===== config.mk =====
export PLATFORM = sky130hd
export DESIGN_NAME = fifo_sync_param
export DESIGN_NICKNAME = d
export VERILOG_FILES = /design/src/rtl/fifo_pkg.sv /design/src/rtl/fifo_ptr.sv /design/src/rtl/fifo_sync_param.sv
export SDC_FILE = /design/constraint.sdc
export NUM_CORES = 1
export LEC_CHECK = 0
export CAP_MARGIN = 30
export CORE_MARGIN = 2
export CORE_UTILIZATION = 57
export CTS_CLUSTER_DIAMETER = 60
export DETAILED_ROUTE_END_ITERATION = 8
export PLACE_DENSITY_LB_ADDON = 0.05
export SLEW_MARGIN = 20
export SYNTH_ARGS = -nofsm -noshare
export SYNTH_HDL_FRONTEND = slang
export SYNTH_SLANG_ARGS = --single-unit

===== constraint.sdc =====
create_clock -name clk -period 3.4 [get_ports clk]
set_input_delay 0.68 -clock clk [delete_from_list [all_inputs] [get_ports clk]]
set_output_delay 0.68 -clock clk [all_outputs]
set_load 0.005 [all_outputs]

===== src/rtl/fifo_pkg.sv =====
`default_nettype none
// ============================================================================
// Module      : fifo_pkg
// Description : Shared constants and helpers for the parametrised FIFO:
//               a width function for pointers and occupancy counts,
//               default configuration values and the default pointer type.
// Revision    : 1.0 - initial release
// ============================================================================
package fifo_pkg;

  localparam int unsigned DEF_WIDTH = 16;
  localparam int unsigned DEF_DEPTH = 8;
  localparam int unsigned DEF_AE_TH = 2;

  // Ceiling log2 with a floor of one bit, usable in constant expressions.
  // A count that must hold the value N needs fifo_clog2(N+1) bits.
  function automatic int unsigned fifo_clog2(input int unsigned value);
    int unsigned w;
    w = 0;
    for (int unsigned p = 1; p < value; p = p << 1) w = w + 1;
    return (w == 0) ? 1 : w;
  endfunction

  // Default almost-full threshold: two entries below completely full.
  function automatic int unsigned def_af_th(input int unsigned depth);
    return depth - 2;
  endfunction

  // Pointer type of the default-depth configuration.
  typedef logic [fifo_clog2(DEF_DEPTH)-1:0] def_ptr_t;

endpackage
`default_nettype wire


===== src/rtl/fifo_ptr.sv =====
`default_nettype none
// ============================================================================
// Module      : fifo_ptr
// Description : Wrap-around index counter for the FIFO storage array.
//               Counts 0..DEPTH-1 and wraps to 0; DEPTH need not be a
//               power of two.
// Ports       : clk   - clock, rising edge
//               reset - asynchronous active-low reset (pointer -> 0)
//               inc   - advance the pointer by one entry
//               ptr   - current index
// Revision    : 1.0 - initial release
// ============================================================================
module fifo_ptr
  import fifo_pkg::*;
#(
  parameter int unsigned DEPTH = DEF_DEPTH,
  parameter int unsigned PW    = fifo_clog2(DEPTH)
) (
  input  logic          clk,
  input  logic          reset,
  input  logic          inc,
  output logic [PW-1:0] ptr
);

  always_ff @(posedge clk or negedge reset) begin
    if (!reset) begin
      ptr <= '0;
    end else if (inc) begin
      // Explicit wrap so non-power-of-two depths never index past the end.
      ptr <= (ptr == PW'(DEPTH - 1)) ? '0 : ptr + PW'(1);
    end
  end

endmodule
`default_nettype wire


===== src/rtl/fifo_sync_param.sv =====
`default_nettype none
// ============================================================================
// Module      : fifo_sync_param
// Description : Parametrised single-clock FIFO with simultaneous read/write,
//               occupancy count, almost-full/almost-empty flags and
//               one-cycle overflow/underflow pulses.
//               Build option FIFO_FWFT_EN: first-word-fall-through, dataOut
//               shows the head entry combinationally whenever not empty.
//               Without it dataOut is registered with one cycle of latency.
// Ports       : clk         - clock, rising edge
//               reset       - asynchronous active-low reset
//               write       - write request, dataIn - write data
//               read        - read request,  dataOut - read data
//               full/empty  - count == DEPTH / count == 0
//               almostFull  - count >= AF_TH
//               almostEmpty - count <= AE_TH
//               count       - occupancy
//               overflow    - pulse: write request rejected
//               underflow   - pulse: read request rejected
// Revision    : 1.0 - initial release
// ============================================================================
module fifo_sync_param
  import fifo_pkg::*;
#(
  parameter  int unsigned WIDTH = DEF_WIDTH,
  parameter  int unsigned DEPTH = DEF_DEPTH,
  parameter  int unsigned AF_TH = def_af_th(DEPTH),
  parameter  int unsigned AE_TH = DEF_AE_TH,
  localparam int unsigned CW    = fifo_clog2(DEPTH + 1)
) (
  input  logic             clk,
  input  logic             reset,
  input  logic             write,
  input  logic [WIDTH-1:0] dataIn,
  input  logic             read,
  output logic [WIDTH-1:0] dataOut,
  output logic             full,
  output logic             empty,
  output logic             almostFull,
  output logic             almostEmpty,
  output logic [CW-1:0]    count,
  output logic             overflow,
  output logic             underflow
);

  localparam int unsigned PW = fifo_clog2(DEPTH);

  logic [WIDTH-1:0] mem [DEPTH];
  logic [PW-1:0]    wr_ptr;
  logic [PW-1:0]    rd_ptr;
  logic             rd_acc;
  logic             wr_acc;
  logic [CW-1:0]    count_next;

  // A write into a full FIFO is still accepted when a read frees a slot
  // on the same edge.
  assign rd_acc     = read & ~empty;
  assign wr_acc     = write & (~full | rd_acc);
  assign count_next = count + CW'(wr_acc) - CW'(rd_acc);

  fifo_ptr #(.DEPTH(DEPTH), .PW(PW)) u_wr_ptr (
    .clk   (clk),
    .reset (reset),
    .inc   (wr_acc),
    .ptr   (wr_ptr)
  );

  fifo_ptr #(.DEPTH(DEPTH), .PW(PW)) u_rd_ptr (
    .clk   (clk),
    .reset (reset),
    .inc   (rd_acc),
    .ptr   (rd_ptr)
  );

  // Storage is deliberately not reset; a write attempted during reset lands
  // at a pointer that cannot advance and is overwritten later.
  always_ff @(posedge clk) begin
    if (wr_acc) mem[wr_ptr] <= dataIn;
  end

  // Flags are registered from count_next so they line up with count.
  always_ff @(posedge clk or negedge reset) begin
    if (!reset) begin
      count       <= '0;
      full        <= 1'b0;
      empty       <= 1'b1;
      almostFull  <= (AF_TH == 0);
      almostEmpty <= 1'b1;
      overflow    <= 1'b0;
      underflow   <= 1'b0;
    end else begin
      count       <= count_next;
      full        <= (count_next == CW'(DEPTH));
      empty       <= (count_next == '0);
      almostFull  <= (32'(count_next) >= AF_TH);
      almostEmpty <= (32'(count_next) <= AE_TH);
      overflow    <= write & ~wr_acc;
      underflow   <= read & ~rd_acc;
    end
  end

`ifdef FIFO_FWFT_EN
  // Head entry is always presented; read only acknowledges it.
  assign dataOut = mem[rd_ptr];
`else
  always_ff @(posedge clk or negedge reset) begin
    if (!reset) begin
      dataOut <= '0;
    end else if (rd_acc) begin
      dataOut <= mem[rd_ptr];
    end
  end
`endif

endmodule
`default_nettype wire


# Word level (Yosys, flattened, before mapping)
# Memories as Yosys holds them, arrays and structs flattened. A register that Yosys moved wholly into a read port is not among the register bits.
# Index checks and enable logic that the tools add are counted.
# word_totals
regBits	16
latch_bits	0
ram_bits	128
romBits	0
input_bits	20
out_inout_bits	26
word_cells	34
n_memories	1
# op_classes
add_sub_neg	4
multipliers	0
div_mod_pow	0
order_cmp	2
eq_ne	3
n_shift	0
n_mux	4
bitwise_logic	9
n_reduce_logical	2
# memory_table
name	words	word_bits	read_ports	rd_clocked_by_memory_dff	wr	line_no	rtl
mem	8	16	1	1	1	fifo_sync_param.sv:48	logic [WIDTH-1:0] mem [DEPTH];
# ops
cell	n
$add 3x1->3 const B	2
$eq 3x3->1 const B	2
$mux 3	2
$add 4x1->4	1
$and 1x1->1	4
$eq 4x4->1 const B	1
$ge 4x3->1 const B	1
$le 4x2->1 const B	1
$logic_not 4->1	1
$not 1->1	4
$sub 4x1->4	1
$mux 1	2
$logic_not 1->1	1
$or 1x1->1	1

# Depth between registers and ports, before layout
# logic_depth
ltp_word	7
mapped_depth	11
ltp_nobuf	10

# By module
# From an unflattened synthesis, not the netlist that was laid out.
# hier_totals
cells_unflattened	378
hier_area_um2	6322.3
# modules_own_cells
module	n_inst	cells_per_inst	area_per_inst_um2	seq_area_each_um2
fifo_sync_param	1	356	6037.0	4496.8
fifo_ptr	2	11	142.6	75.1

# Worst setup path before layout
# OpenSTA, ideal clock, no wires.
# synth_path
kind	in2reg
start	input port read
end	memory mem[0][0] (netlist bit) (enable)
setup_time_ps	430
t_arrival_ps	2529
required_ps	2970
slack_ps	441
cell_stages	4
path_buffers	0
path_cell_list	nand2b_1 -> inv_2 -> o21ai_4 -> nor4_1
# synth_between
elab_chain_len	5
# synth_lines
element	line_no	rtl
start: declaration	fifo_sync_param.sv:35	input logic read,
$and 1x1->1	fifo_sync_param.sv:57	assign rd_acc = read & ~empty;
$or 1x1->1	fifo_sync_param.sv:58	assign wr_acc = write & (~full | rd_acc);
$and 1x1->1	fifo_sync_param.sv:58	
$mux 1	fifo_sync_param.sv:78	if (wr_acc) mem[wr_ptr] <= dataIn;
$mux 1 (not written as such)	fifo_sync_param.sv:78	
end: declaration	fifo_sync_param.sv:48	
# No other way between the ends.

# Worst setup path in the final report
# layout_path
start	input port read
end	register empty
# layout_between
elab_chain_len	6
# layout_lines
element	line_no	rtl
$and 1x1->1 *	fifo_sync_param.sv:57	
$or 1x1->1	fifo_sync_param.sv:58	
$and 1x1->1	fifo_sync_param.sv:58	
$add 4x1->4	fifo_sync_param.sv:59	assign count_next = count + CW'(wr_acc) - CW'(rd_acc);
$sub 4x1->4 *	fifo_sync_param.sv:59	
net count_next[2]	fifo_sync_param.sv:53	logic [CW-1:0] count_next;
$logic_not 4->1 *	fifo_sync_param.sv:94	empty <= (count_next == '0);
end signal: assignment	fifo_sync_param.sv:94	
end: declaration	fifo_sync_param.sv:38	output logic empty,
# The timed path passes the listed nets; every way through them passes the cells marked *.
# A chain may end at the register's enable or synchronous reset.

==> results.py <==
metrics = {
    "power_and_ir_drop": {
        "power_density_nw_per_um2": 841,
        "sw_frac_of_total_pct": 31.2,
        "combPwrFrac_pct": 27.3,
        "intPower_mw": 4.36,
        "leakage_nw": 2.84,
        "clkPwrFrac_pct": 28.4,
        "p_seq_share_pct": 44.4,
        "p_switching_mw": 1.97,
        "vdd_drop_max_v": 0.000561,
    },
    "grt": {
        "grt.total_usage_pct": 22.2,
        "overflow": 0,
        "grt_pass1_vias": 3494,
        "antenna_found_initial": 0,
        "grt_max_degree": 49,
        "grt_pass1_wl_mm": 18.7,
    },
    "drt": {
        "num_vias": 3469,
        "drtPass1Iterations": 4,
        "wl_mm": 12.0,
        "viasPerCell": 5.81,
        "drt-initial-drc-count": 220,
        "wire_per_inst_microns": 20.0,
        "post-route-drc-count": 0,
        "final_antenna_net_count": 0,
    },
    "setup_path": {
        "cp_slowest_stage_delay_ns": 0.48,
        "cp_top_family": "adder cells",
        "crit_top_cell": "ha_1",
        "cp_max_fo": 10,
        "worstSetupPathType": "input port to flip-flop",
        "slowest_stage": "clkdlybuf4s50_1",
        "cp.buffers_inverters": 3,
        "worstPathRequired_ns": 3.81,
        "start_kind": "input port",
        "crit_chain": "clkdlybuf4s50_1 > nand2b_1 > inv_2 > o21ai_4 > ha_1 > inv_1 > ha_1 > fa_1 > xor2_1 > nor4_1",
        "worstPathArrival_ns": 2.94,
        "end_kind": "flip-flop",
    },
    "floorplanning": {
        "core-area_sq_um": 10800,
        "die_x_microns": 109,
        "start_util_pct": 58.4,
        "io_pins": 46,
        "die_h_microns": 109,
        "die_area_sq_um": 11900,
        "rows": 38,
    },
    "logic_synthesis": {
        "synth_nets": 410,
        "syn_inst": 381,
        "ys_seq_area_share_pct": 73.7,
        "synth_area_leaders": "edfxtp_1 61%, dfrtp_1 12%, mux2i_1 10%",
        "synth.area.mux_share_pct": 10.3,
        "avgSynthCellArea_sq_um": 16.5,
        "netlist.area_leader.share_pct": 61.0,
        "synth_cell_types": 36,
        "synthAdderAreaFrac_pct": 1.91,
        "synth_area_sq_um": 6300,
        "ys_ff_latch": 160,
        "synth_xor_area_share_pct": 0.536,
        "synth_top_family_by_area": "multiplexers",
        "synth_compound_area_share_pct": 5.08,
        "synthSimpleGateAreaFrac_pct": 5.58,
        "yosys_warnings": 0,
        "synth_top_area_cell": "edfxtp_1",
    },
    "final_layout": {
        "utilization_pct": 69.7,
        "drive_gt1_share_pct": 14.2,
        "final_cell_mix": "128 x edfxtp_1, 64 x mux2i_1, 44 x clkdlybuf4s50_1, 38 x nand2_1, 32 x a22oi_1",
        "nNetsFinal": 473,
        "synthToLayoutAreaGrowth_pct": 19.4,
        "n_fill_cell": 738,
        "num_antenna_cells": 0,
        "layout.cells.most_common": "edfxtp_1",
    },
    "timing": {
        "whs_ns": 0.249,
        "fin_crit_sh_pct": 74.4,
        "rsz0062_at_grt": "false",
        "slew_headroom_pct": 29.9,
        "fin_crit_ns": 2.53,
        "slew_viol_final": 0,
        "fmax_mhz": 395,
        "setup_viol_count_final": 0,
        "fin_setup_tns_ns": 0,
        "fin_worst_skew_ns": 0.0109,
        "hold_viol": 0,
        "tightest_slew_ns": 1.05,
        "setup_slack_ns": 0.871,
    },
    "cts": {
        "ctsLongestPathBuffers": 2,
        "clkSlewWorstSetupHoldPaths_ns": 0.07,
        "numCtsBuffers": 17,
        "root_buffer": "clkbuf_8",
        "cts_tree": "yes",
        "ctsResizeCount": 0,
        "htreeDepth": 4,
        "postCtsSetupRepairBufs": 0,
        "clock_sinks": 160,
        "clk_latency_ns": 0.52,
        "hold_buffers": 0,
    },
    "job": {
        "cap_violations": 0,
    },
    "place": {
        "port_buffers": 45,
        "place.gp.congestion": 0.769,
        "place_hpwl_mm": 7.08,
        "dp_slack_ns": 0.344,
    },
    "hold_path": {
        "hold_path_class": "input port to async pin",
    },
    "outcome": {
        "status": "completed",
    },
}
## sequential cells by signal (all words and copies together), names as in the netlist
| signal | count |
|---|---|
| mem | 128 |
| dataOut | 16 |
| count | 4 |
| u_rd_ptr.ptr | 3 |
| u_wr_ptr.ptr | 3 |
| almostEmpty | 1 |
| almostFull | 1 |
| empty | 1 |
| full | 1 |
| overflow | 1 |
| underflow | 1 |
## cell type report
type,instances,area [sq um],share of cell area [%]
Timing Repair Buffer,63,606,8.05
Clock buffer,18,418,5.55
Sequential cell,160,4650,61.8
Inverter,6,22.5,0.299
Clock inverter,14,144,1.91
Multi-Input combinational cell,196,1510,20.1
Tap cell,140,175,2.33
## metal layers
| layer | up-vias | track usage [%] | wire [microns] | share of wire (%) |
|---|---|---|---|---|
| met5 | - | 0 | 0 | 0 |
| met4 | 0 | 9.98 | 279 | 2.3 |
| met3 | 17 | 4.66 | 740 | 6.2 |
| met2 | 100 | 35.5 | 5770 | 48 |
| met1 | 1773 | 29.7 | 5160 | 43 |
| li1 | 1579 | - | - | - |
## synthesized netlist by cell type
master	n
a211oi_1	1
a21o_1	4
a21oi_2	1
a22oi_1	32
and2_1	2
and3_1	1
buf_12	2
buf_2	7
buf_4	3
buf_6	1
buf_8	2
clkbuf_1	2
clkbuf_2	2
dfrtp_1	30
dfstp_2	2
edfxtp_1	128
fa_1	1
ha_1	8
inv_1	5
inv_2	1
mux2_1	1
mux2i_1	64
nand2_1	38
nand2b_1	5
nand3_1	16
nor2_1	4
nor2b_1	2
nor3_1	6
nor4_1	2
nor4b_1	1
o211ai_1	1
o21ai_0	2
o21ai_4	1
xnor2_1	1
xnor2_2	1
xor2_1	1
## path summary, 6_finish.rpt
check | cells past startpoint | endpoint | start | slack (ns)
setup / recovery | 10 | empty | read | 0.87
hold / removal | 1 | u_rd_ptr.ptr[0] | reset | 0.25
setup reg to reg | 8 | empty | empty | 1.05
hold reg to reg | 2 | dataOut[1] | dataOut[1] | 0.48
max in group asynchronous | 1 | u_rd_ptr.ptr[0] | reset | 2.56
min in group clk | 2 | dataOut[1] | dataOut[1] | 0.48
## worst register-to-register path, delay by kind of cell (launching register included)
kind	cells	cell delay, ns
adder cells (fa/ha/maj)	3	0.90
flip-flops	1	0.54
AND/OR/NAND/NOR	2	0.48
buffers and inverters	2	0.18
AO/OA/AOI/OAI	1	0.15
## cells by family (layout without fill, tap and decap cells)
family                   after synthesis  count (layout)
flip-flops                           160             160
AND/OR/NAND/NOR                       77              77
multiplexers                          65              65
AO/OA/AOI/OAI                         42              42
buffers and inverters                 25             101
adder cells (fa/ha/maj)                9               9
XOR/XNOR                               3               3
## power groups by stage
stage                     clock network, mW  logic, mW  registers, mW
after global placement                    0       1.69           2.83
after detailed placement                  0       1.73           2.85
after global routing                   1.92       1.90           2.85
final                                  1.80       1.73           2.81
after CTS                              1.81       1.74           2.81
after floorplan                           0       1.22           2.71
## metrics by stage
stage / std cells / total power, mW / area [sq um]
after global routing: 597 / 6.67 / 7530
after detailed placement: 565 / 4.57 / 6970
after floorplan: 381 / 3.93 / 6300
final: 597 / 6.33 / 7530
after CTS: 597 / 6.36 / 7530
after global placement: 565 / 4.52 / 6970
Power figures use the tool's default switching activity.
